### src/rtl/ascon_perm_ctrl.sv
// Round scheduler for the ASCON permutation: one state load followed by N rounds,
// driving the state-register enable, load/feedback select and round index.
module ascon_perm_ctrl #(
  parameter int ROUNDS_A = 12,
  parameter int ROUNDS_B = 6,
  parameter int RW       = 4
) (
  input  logic          clock_i,
  input  logic          reset_i,
  input  logic          start_i,
  input  logic          mode_i,
  output logic [RW-1:0] round_o,
  output logic          en_reg_state_o,
  output logic          sel_state_o,
  output logic          last_round_o,
  output logic          busy_o,
  output logic          done_o
);

  typedef enum logic [1:0] {
    IDLE,
    LOAD,
    ROUND,
    DONE
  } state_t;

  // Every run ends on index 11, so a shorter permutation simply starts later.
  localparam logic [RW-1:0] LAST_ROUND   = RW'(11);
  localparam logic [RW-1:0] PRE_LAST     = RW'(10);
  localparam logic [RW-1:0] FIRST_ROUND_A = RW'(12 - ROUNDS_A);
  localparam logic [RW-1:0] FIRST_ROUND_B = RW'(12 - ROUNDS_B);

  state_t state;

  // Outputs are registered alongside the state, so each branch assigns the
  // values that belong to the state being entered.
  always_ff @(posedge clock_i) begin
    if (reset_i) begin
      state          <= IDLE;
      round_o        <= '0;
      en_reg_state_o <= 1'b0;
      sel_state_o    <= 1'b0;
      last_round_o   <= 1'b0;
      busy_o         <= 1'b0;
      done_o         <= 1'b0;
    end else begin
      // NOTE: non-blocking defaults here are overridden by later assignments in
      // the same block; every output therefore has a defined value each cycle.
      en_reg_state_o <= 1'b0;
      sel_state_o    <= 1'b0;
      last_round_o   <= 1'b0;
      busy_o         <= 1'b0;
      done_o         <= 1'b0;

      unique case (state)
        IDLE: begin
          if (start_i) begin
            state          <= LOAD;
            round_o        <= mode_i ? FIRST_ROUND_B : FIRST_ROUND_A;
            en_reg_state_o <= 1'b1;
            busy_o         <= 1'b1;
          end
        end

        LOAD: begin
          state          <= ROUND;
          en_reg_state_o <= 1'b1;
          sel_state_o    <= 1'b1;
          busy_o         <= 1'b1;
          last_round_o   <= (round_o == LAST_ROUND);
        end

        ROUND: begin
          if (round_o == LAST_ROUND) begin
            state       <= DONE;
            sel_state_o <= 1'b1;
            done_o      <= 1'b1;
          end else begin
            round_o        <= round_o + RW'(1);
            en_reg_state_o <= 1'b1;
            sel_state_o    <= 1'b1;
            busy_o         <= 1'b1;
            last_round_o   <= (round_o == PRE_LAST);
          end
        end

        DONE: begin
          state <= IDLE;
        end

        default: begin
          state <= IDLE;
        end
      endcase
    end
  end

endmodule

### config.mk
export PLATFORM = sky130hd
export DESIGN_NAME = ascon_perm_ctrl
export DESIGN_NICKNAME = d
export VERILOG_FILES = /design/src/rtl/ascon_perm_ctrl.sv
export SDC_FILE = /design/constraint.sdc
export NUM_CORES = 1
export LEC_CHECK = 0
export ABC_CLOCK_PERIOD_IN_PS = 1700
export CAP_MARGIN = 5
export CORE_MARGIN = 3
export CORE_UTILIZATION = 42
export CTS_CLUSTER_SIZE = 30
export DETAILED_ROUTE_END_ITERATION = 7
export PLACE_DENSITY = 0.69
export SETUP_SLACK_MARGIN = 0.2
export SYNTH_ARGS = -nofsm -noshare
export SYNTH_HDL_FRONTEND = slang
export SYNTH_SLANG_ARGS = --single-unit
### constraint.sdc
create_clock -name clock_i -period 1.7 [get_ports clock_i]
set_clock_uncertainty 0.15 [all_clocks]
set_input_delay 0.425 -clock clock_i [delete_from_list [all_inputs] [get_ports clock_i]]
set_output_delay 0.425 -clock clock_i [all_outputs]
set_load 0.02 [all_outputs]
-- After elaboration in Yosys (flattened, before gate mapping)
Index checks and enable logic that the tools add are counted.
- flip-flop bits (word level): 10
- input bits: 4
- output and inout bits: 9
- logic and storage cells: 36
- add/sub/neg operators: 1
- equal/unequal tests: 8
- multiplexer cells: 14
- bitwise gates (word level): 1
- reductions and logical operators: 6
- operators with widths (operator ; count):
    equality test 4 bit (second input constant) ; 2
    two-way mux 4 bit ; 2
    one-hot mux 2 bit (4 select lines) ; 1
    one-hot mux 4 bit (2 select lines) ; 1
    inequality test 2 bit (second input constant) ; 3
    two-way mux 1 bit ; 5
    adder 4 x 1 -> 4 bit (second input constant) ; 1
    equality test 2 bit (second input constant) ; 2
    two-way mux 2 bit ; 2
    OR reduction 2 bit ; 2
    two-way mux 3 bit ; 1
    one-hot mux 1 bit (3 select lines) ; 1
    AND reduction 3 bit ; 1
    equality test 2 x 1 -> 1 bit (second input constant) ; 1
    zero test 2 bit ; 1
    one-hot mux 1 bit (2 select lines) ; 1
    AND reduction 2 bit ; 1
    nonzero test 2 bit ; 1
    NOT 1 bit ; 1

-- Logic depth before layout (Yosys ltp)
- word-level depth: 3
- depth in mapped cells: 6
- mapped depth without buffers: 5

-- Worst setup path after synthesis
OpenSTA, ideal clock, no wires.
- path kind: register to register
- start point: register state[0]
- end point: register round_o[3]
- library setup time: 0.075 ns
- arrival: 1.406 ns
- data required time: 1.475 ns
- setup slack: 0.070 ns
- stages on the path, launching flop included: 6
- path buffers: 0
- period minus slack after synthesis: 1.630 ns
- cell sequence: dfxtp_1 -> inv_1 -> ha_1 -> mux2i_1 -> or4_1 -> o22ai_1
- word-level cells in the longest chain between the ends: 3
- elaborated cells between the ends (all ways): 7
- those cells by class: eq/ne (3); mux (1); reduce/logical (3)
- ends and longest elaborated chain (what ; RTL line ; RTL):
    start: declaration ; 33 ; state_t state;
    start signal: assignment ; 39 ; state <= IDLE;
    start signal: assignment ; 58 ; state <= LOAD;
    start signal: assignment ; 66 ; state <= ROUND;
    equality test 2 bit / zero test 2 bit (equally long branches) ; 55 ; unique case (state)
    inequality test 2 bit (no source line) / nonzero test 2 bit (equally long branches) ; - ;
    AND reduction 3 bit (no source line) ; - ;
    end signal: assignment ; 59 ; round_o <= mode_i ? FIRST_ROUND_B : FIRST_ROUND_A;
    end signal: assignment ; 79 ; round_o <= round_o + RW'(1);
    end: declaration ; 12 ; output logic [RW-1:0] round_o,
Parallel ways exist; a longest one is shown, timed or not.
A chain may end at the register's enable or synchronous reset.

-- Final worst setup path
- start point: register state[1]
- end point: register round_o[3]
Same word-level chain as after synthesis.

==> impl_metrics.yaml <==
cts:
  path_clk_slew_ns: 0.06
  holdBufCountCts: 0
  h-tree-depth: 1
  cts_buffers: 3
  cts_tree: "yes"
  cts_sinks: 10
  clkLatencyLatePin_ns: 0.27
  cts-root-buf: "clkbuf_4"
  clockBufferDepth: 2
synthesis:
  synth_top_family_by_area: "simple AND/OR/NAND/NOR gates"
  yosysSeqAreaShare: 0.350
  syn_area_per_cell_sq_um: 9.69
  ys_warn_count: 0
  synth.area.mux_share: 0.0547
  synth_adder_area_share: 0.131
  yosys.area_share.simple: 0.214
  synth_cell_types: 30
  synthXorXnorAreaFrac: 0
  synth_nets: 69
  synth-compound-area-share: 0.164
  netlist_area_sq_um: 572
  synthCells: 59
  ys_ff_latch: 10
setup_path:
  crit_fanout: 5
  r2r_cells: 5
  crit_start: "state[1]"
  timing.reg2reg.setup_slack_ns: 0.11
  r2r_end: "round_o[3]"
  path_cells: "inv_4 -> ha_4 -> mux2i_2 -> or4_1 -> o22ai_1"
  cp-endpoint: "round_o[3]"
  max_stage_delay_ns: 0.46
  start_kind: "flop"
  crit_path_end_kind: "flop"
  arrival_ns: 1.63
  cp_slowest_cell: "or4_1"
  worst_r2r_startpoint: "state[1]"
  required_ns: 1.74
  path_class: "flop to flop"
timing:
  layout_setup_ws_ns: 0.112
  maxSlewHeadroom: 0.816
  period_minus_slack_ns: 1.59
  max_freq_mhz: 630
  setup_viol: 0
  worst_pin_slew_ns: 0.276
  fin_crit_sh: 0.934
  hold_viol: 0
  slew_viol_final: 0
  rsz0062_at_grt: "true"
global_route:
  grt_start_max_net_pins: 13
  track_usage: 0.158
  grt_pass1_wl_mm: 2.11
  antenna_found_initial: 0
  grt_overflow: 0
  grt_pass1_vias: 481
final_layout:
  final.fill_count: 106
  antennaDiodeCount: 0
  final_common_cell: "buf_4"
  final_area_sq_um: 832
  layout_common_cells: "buf_4 (13), dfxtp_1 (6), clkbuf_2 (4)"
  drive_gt1_frac: 0.476
  fin_cells: 98
  nets: 96
  area_growth_pct: 45.5
placement:
  placed_area_sq_um: 771
  place.gp.congestion: 0.775
  hpwl_microns: 913
  pre_cts_ws_ns: -0.172
  port_buffers: 12
  dp_cells: 91
routing:
  drcViolationCount: 0
  viasPerCell: 5.55
  first_pass_iters: 4
  drtAntennaViolNets: 0
  vias: 544
  wl_per_cell_microns: 13.8
  drt-initial-drc-count: 13
  wl_mm: 1.35
run_status:
  status: "finished clean"
run:
  drv_cap: 0
pwr:
  power_density_mw_per_mm2: 1330
  leakagePower_nw: 0.356
  ir_drop_uv: 715
floorplanning:
  fp.dieW_microns: 42.9
  rows: 12
  die_h_microns: 42.9
  start_util: 0.482
  coreArea_sq_mm: 0.00119
  io_pins: 13
  dieArea_sq_mm: 0.00184
hold_path:
  holdPathStages: 2
  hold_path_class: "flop to flop"
critical path: cells and delay by family, from the launching register on:
family / cells / cell delay, ns
AO/OA/AOI/OAI: 1 / 0.15
multiplexers: 1 / 0.15
buffers and inverters: 1 / 0.05
adder cells (fa/ha/maj): 1 / 0.17
flip-flops: 1 / 0.38
AND/OR/NAND/NOR: 1 / 0.46
report_power, final:
group          internal [mW]  switching (mW)  total [mW]  leakage [nW]
clock network         0.0817          0.0771       0.159        0.0138
registers              0.292          0.0454       0.337        0.0836
logic                  0.321           0.292       0.613         0.259
layer usage:
layer	GRT usage	wire (microns)	vias to the layer above
met2	0.234	612	27
li1	-	-	265
met5	0	0	-
met3	0.0636	109	8
met1	0.204	598	244
met4	0.0559	29	0
flip-flops by register name, summed over array words and instances, names as in the netlist:
name          count
last_round_o      1
busy_o            1
done_o            1
round_o           4
state             2
sel_state_o       1
cells by family after synthesis:
kind of cell    after synthesis
compound gates               14
fa+ha+maj                     6
simple gates                 18
buf+inv                       8
flops                        10
mux                           3
cell usage after synthesis:
master	number	area [sq um]
mux2_2	1	11.3
buf_6	2	22.5
and4b_2	1	11.3
a21bo_2	1	10.0
a221oi_1	1	8.76
a211oi_1	2	15.0
nor3_1	1	5.00
mux2i_1	2	20.0
o21ai_0	3	15.0
nor2_1	2	7.51
or4_1	1	7.51
nand2_1	1	3.75
o22ai_1	1	6.26
dfxtp_1	10	200
nand4b_1	1	8.76
nor4b_1	1	8.76
ha_1	6	75.1
o211ai_1	1	7.51
buf_4	1	7.51
o2111ai_1	1	8.76
or2b_2	2	17.5
nand2b_1	2	12.5
a22oi_1	1	7.51
nand3b_1	1	7.51
nor2b_1	2	12.5
nand3_1	1	5.00
nand4_1	1	6.26
and3b_1	1	8.76
inv_1	5	18.8
a21oi_1	3	15.0
final cells by class:
| cell class | instances | area (sq um) | share of cell area |
|---|---|---|---|
| clock buffers | 3 | 22.5 | 0.0271 |
| inverters | 5 | 23.8 | 0.0286 |
| multi-input cells | 41 | 372 | 0.447 |
| flip-flops and latches | 10 | 208 | 0.250 |
| well taps | 14 | 17.5 | 0.0211 |
| repair buffers | 25 | 189 | 0.227 |
worst min-delay path by stage:
stage / startpoint / endpoint / slack [ns]
global placement: round_o[0] / round_o[0] / 0.34
floorplan: state[1] / state[1] / 0.33
detailed placement: round_o[0] / round_o[0] / 0.35
finish: round_o[0] / round_o[0] / 0.36
global route: round_o[0] / round_o[0] / 0.39
CTS: round_o[0] / round_o[0] / 0.36
metrics by stage:
| step | util | hold slack, ns | power [mW] | TNS [ns] |
|---|---|---|---|---|
| floorplan | - | 0.329 | 0.673 | 0 |
| global placement | 0.650 | 0.342 | 0.841 | -0.439 |
| detailed placement | 0.650 | 0.347 | 0.848 | -0.538 |
| CTS | 0.692 | 0.358 | 1.05 | 0 |
| global route | 0.701 | 0.394 | 1.19 | 0 |
| finish | 0.701 | 0.356 | 1.11 | 0 |
what timing repair did:
action / CTS / global route
setup endpoints to repair: 15 / 13
cloned: 0 / 0
pin swaps: 0 / 2
setup buffers: 2 / 2
gates resized for setup: 19 / 14
(Power assumes the default switching activity.)
